## config.mk

```make
export PLATFORM = sky130hd
export DESIGN_NAME = ones_pattern_gen
export DESIGN_NICKNAME = d
export VERILOG_FILES = /design/src/rtl/ones_pattern_gen.sv
export SDC_FILE = /design/constraint.sdc
export NUM_CORES = 1
export LEC_CHECK = 0
export ABC_AREA = 1
export BUFFER_PORTS_ARGS = -buffer_cell sky130_fd_sc_hd__clkbuf_2
export CORE_MARGIN = 1
export CORE_UTILIZATION = 50
export DETAILED_ROUTE_END_ITERATION = 10
export HOLD_SLACK_MARGIN = 0.1
export PLACE_DENSITY_LB_ADDON = 0.12
export SLEW_MARGIN = 20
export SYNTH_ARGS = -nofsm -noshare
export SYNTH_HDL_FRONTEND = slang
export SYNTH_SLANG_ARGS = --single-unit
```

## constraint.sdc

```tcl
create_clock -name clk -period 5.5 [get_ports clk]
set_input_delay 0.275 -clock clk [delete_from_list [all_inputs] [get_ports clk]]
set_output_delay 0.275 -clock clk [all_outputs]
set_load 0.02 [all_outputs]
```

## src/rtl/ones_pattern_gen.sv

```systemverilog
// ones_pattern_gen: drives a WIDTH-bit line vector one line at a time until its popcount reaches a requested count
//
// Ports:
//   clk, rst_n          clock, asynchronous active-low reset
//   req_valid/req_ready request handshake; ready only while idle
//   req_count           target number of asserted lines (clamped to WIDTH)
//   pat_out             driven line vector; ones occupy the circular window [tail, head)
//   cur_count           number of ones currently in pat_out
//   busy                high while stepping toward the target
//   done                one-cycle completion pulse
//   chk_err             sticky self-check error; tied low unless ONES_PATTERN_GEN_CHECK_EN is defined
//
// Build option: define ONES_PATTERN_GEN_CHECK_EN to build the popcount/pointer consistency checker.
module ones_pattern_gen #(
  parameter int WIDTH    = 7,
  parameter int CNT_W    = 3,
  parameter int STEP_DIV = 1
) (
  input  logic             clk,
  input  logic             rst_n,
  input  logic             req_valid,
  output logic             req_ready,
  input  logic [CNT_W-1:0] req_count,
  output logic [WIDTH-1:0] pat_out,
  output logic [CNT_W-1:0] cur_count,
  output logic             busy,
  output logic             done,
  output logic             chk_err
);
  localparam int PW = WIDTH > 1 ? $clog2(WIDTH) : 1;
  localparam int PS_W = STEP_DIV > 1 ? $clog2(STEP_DIV) : 1;
  localparam logic [CNT_W-1:0] W_C = CNT_W'(WIDTH);
  localparam logic [PW-1:0] LAST = PW'(WIDTH - 1);
  localparam logic [PS_W-1:0] PS_LAST = PS_W'(STEP_DIV - 1);
  typedef enum logic [1:0] {IDLE, STEP, DONE} state_t;
  state_t state, state_d;
  logic [PW-1:0] head, tail, head_d, tail_d;
  logic [CNT_W-1:0] tgt, tgt_d, cnt_d, req_tgt;
  logic [WIDTH-1:0] pat_d;
  logic [PS_W-1:0] ps, ps_d;
  logic up, tick;
  assign req_tgt = req_count > W_C ? W_C : req_count;
  assign up = cur_count < tgt;
  assign tick = ps == PS_LAST;
  always_comb begin
    state_d = state;
    pat_d   = pat_out;
    cnt_d   = cur_count;
    head_d  = head;
    tail_d  = tail;
    tgt_d   = tgt;
    ps_d    = ps;
    case (state)
      IDLE: if (req_valid) begin
        tgt_d   = req_tgt;
        ps_d    = '0;
        state_d = req_tgt == cur_count ? DONE : STEP;
      end
      STEP: begin
        ps_d = tick ? '0 : ps + 1'b1;
        if (tick) begin
          // fill at head, release at tail: the ones stay one contiguous circular run
          if (up) begin
            pat_d[head] = 1'b1;
            head_d      = head == LAST ? '0 : head + 1'b1;
            cnt_d       = cur_count + 1'b1;
          end else begin
            pat_d[tail] = 1'b0;
            tail_d      = tail == LAST ? '0 : tail + 1'b1;
            cnt_d       = cur_count - 1'b1;
          end
          state_d = cnt_d == tgt ? DONE : STEP;
        end
      end
      default: state_d = IDLE;
    endcase
  end
  always_ff @(posedge clk or negedge rst_n) begin
    if (!rst_n) begin
      state     <= IDLE;
      pat_out   <= '0;
      cur_count <= '0;
      head      <= '0;
      tail      <= '0;
      tgt       <= '0;
      ps        <= '0;
      req_ready <= 1'b1;
      busy      <= 1'b0;
      done      <= 1'b0;
    end else begin
      state     <= state_d;
      pat_out   <= pat_d;
      cur_count <= cnt_d;
      head      <= head_d;
      tail      <= tail_d;
      tgt       <= tgt_d;
      ps        <= ps_d;
      // status flags are registered from the next state so they line up with it
      req_ready <= state_d == IDLE;
      busy      <= state_d == STEP;
      done      <= state_d == DONE;
    end
  end
`ifdef ONES_PATTERN_GEN_CHECK_EN
  logic [CNT_W-1:0] pop;
  int sum;
  logic bad;
  always_comb begin
    pop = '0;
    for (int i = 0; i < WIDTH; i++) pop = pop + CNT_W'(pat_out[i]);
    // tail + count is below 2*WIDTH, so one conditional subtract is the modulo
    sum = int'(tail) + int'(cur_count);
    bad = pop != cur_count || int'(head) != (sum >= WIDTH ? sum - WIDTH : sum);
  end
  always_ff @(posedge clk or negedge rst_n) begin
    if (!rst_n) chk_err <= 1'b0;
    else if (bad) chk_err <= 1'b1;
  end
`else
  assign chk_err = 1'b0;
`endif
endmodule
```

==> flow_summary.ini <==
[outcome]
status = finished, final reports clean

[clocking]
cts_hold_buf = 1
numCtsBuffers = 3
root_buffer = clkbuf_4
cts_tree = yes
clkLatencyLatePin_ns = 0.31
cts_repair_resize_count = 0
clkSlewWorstSetupHoldPaths_ns = 0.13
post-cts-setup-buffers = 0
htree_num_levels = 1
cts_sinks = 24
clockBufferDepth = 2

[floorplan]
start_util = 0.551
die_w_um = 52.5
ios = 20
coreArea_um2 = 2320
rows = 17
die_area_um2 = 2760
die_h_um = 52.5

[worst_setup_path]
critical_path.top_delay_family = adder cells
cp.required_ns = 5.72
slowest_stage = dfrtp_1
path_max_fanout = 9
crit_top_cell = nand2_1
worst-path-buf-inv = 1
worst-setup-path-type = flop to flop
critical_path_arrival_ns = 2.64
slowest_delay_ns = 0.46
path_cells = ha_1 > a21oi_4 > nand2_4 > inv_1 > fa_1 > nand2_1 > nor3b_1 > nand3_1 > nand2_1 > nand2_1
worst_setup_path_start_kind = flop
end_kind = flop

[placed_design]
port_buffers = 18
dp_cells = 195
post-dp-hpwl_um = 1870
gp_congestion = 0.895
placed_cell_area_um2 = 1400

[final_layout]
fin_nets = 183
final_common_cell = nand2_1
antennaDiodeCount = 0
num-fill-cells = 221
final_cell_mix = 25 x nand2_1, 24 x inv_1, 23 x dfrtp_1, 18 x clkbuf_2, 16 x o21ai_0
area_growth_pct = 12.0
fin_area_um2 = 1430
drive_gt1_frac = 0.203
fin_cells = 200

[timing]
skew_ns = 0.00502
max_slew.worst_pin.slew_ns = 0.578
setup_tns_ns = 0
setup_viol = 0
relSlewSlack = 0.614
fin_crit_sh = 0.440
hold_viol_final = 0
drv_slew = 0
timing.fmax_mhz = 413
min_period_ns = 2.42
rsz0062_at_grt = false

[global_routing]
grt_max_degree = 25
grt_pass1_wl_um = 4160
grt_util_all_layers = 0.208
gr-total-overflow = 0
antenna_found_initial = 0
grt_pass1_vias = 987

[synthesis]
synthCells = 150
ys.flop_type = dfrtp_1
synth_edf_count = 0
ys_types = 30
ys_ff_latch = 24
synth_nets = 160
syn_area_per_cell_um2 = 8.52
async_flop_share = 1.00
syn-cell-area_um2 = 1280
yosys_warnings = 0
ys_seq_area_frac = 0.471

[routing]
wl_per_cell_um = 12.3
dr.pass1.iters = 4
drc = 0
routed_wl_um = 2460
ant_nets = 0
vias_per_cell = 5.14
drtIter0Drc = 16
vias = 1028

[hold_path]
min_path_type = primary input to flop

[run]
maxCapViolations = 0
[path summary, 6_finish.rpt]
| path | slack, ns | cells after the start | from | to |
|---|---|---|---|---|
| hold / removal | 0.11 | 2 | req_valid | req_ready |
| hold reg to reg | 0.46 | 1 | state[0] | req_ready |
| min in group asynchronous | 0.48 | 2 | rst_n | head[2] |
| setup / recovery | 3.08 | 10 | cur_count[2] | busy |
| max in group asynchronous | 4.64 | 2 | rst_n | pat_out[2] |
| setup reg to reg | 3.08 | 10 | cur_count[2] | busy |
[sequential cells by signal, indices dropped and copies added, names as in the netlist, 2 cells and up]
| name | count |
|---|---|
| tgt | 3 |
| cur_count | 3 |
| pat_out | 7 |
| head | 3 |
| tail | 3 |
| state | 2 |
[synth_stat cells, types with 2 or more instances]
library cell | n | area share
o22ai_1 | 2 | 0.0098
o21ai_1 | 3 | 0.012
nor3_1 | 4 | 0.016
nand2_1 | 25 | 0.073
nand3_1 | 12 | 0.047
dfrtp_1 | 23 | 0.45
xnor2_1 | 3 | 0.021
a21oi_1 | 2 | 0.0078
nand2_4 | 3 | 0.026
ha_1 | 3 | 0.029
o21ai_0 | 16 | 0.063
inv_2 | 4 | 0.012
inv_1 | 24 | 0.071
nor2_1 | 10 | 0.029
[stage by stage]
| stage | util | worst slack [ns] | hold WS, ns |
|---|---|---|---|
| after detailed placement | 0.602 | 3.13 | 0.313 |
| after global placement | 0.602 | 3.18 | 0.298 |
| final | 0.617 | 3.08 | 0.110 |
| after global routing | 0.617 | 2.97 | 0.116 |
| after floorplan | - | 3.21 | -0.0206 |
| after CTS | 0.617 | 3.11 | 0.115 |
[metal layers]
metal	GRT usage	wire (µm)
met1	0.289	1280
met2	0.329	1080
met3	0.0261	81
met4	0.0789	26
met5	0	0
[logic make-up (layout without fill, tap and decap cells)]
family	count (synthesis)	count (layout)	synth area share
AOI/OAI and AO/OA	25	25	0.111
buffers and inverters	29	51	0.0882
other	1	1	0.00294
and+or+nand+nor	63	63	0.255
xor gates and xnor gates	4	4	0.0274
DFF	24	24	0.471
adders and majority gates	4	4	0.0451
[cell type report]
cell class                 instances  area, µm²  share of cell area
clock buffer                       4       26.3              0.0184
timing repair buffer              19        100              0.0699
tap                               28       35.0              0.0245
sequential                        24        602               0.420
multi-input combinational         97        563               0.393
inverter                          28        105              0.0734
[worst reg2reg max path, delay by kind of cell, from the launching register on]
family | cells | cell delay (ns)
AOI/OAI and AO/OA | 1 | 0.20
buffers and inverters | 1 | 0.12
adders and majority gates | 2 | 0.84
and+or+nand+nor | 6 | 0.72
DFF | 1 | 0.46
Power is not shown: default switching activity piles up to over one toggle a cycle in this logic, so the estimate is an artifact.
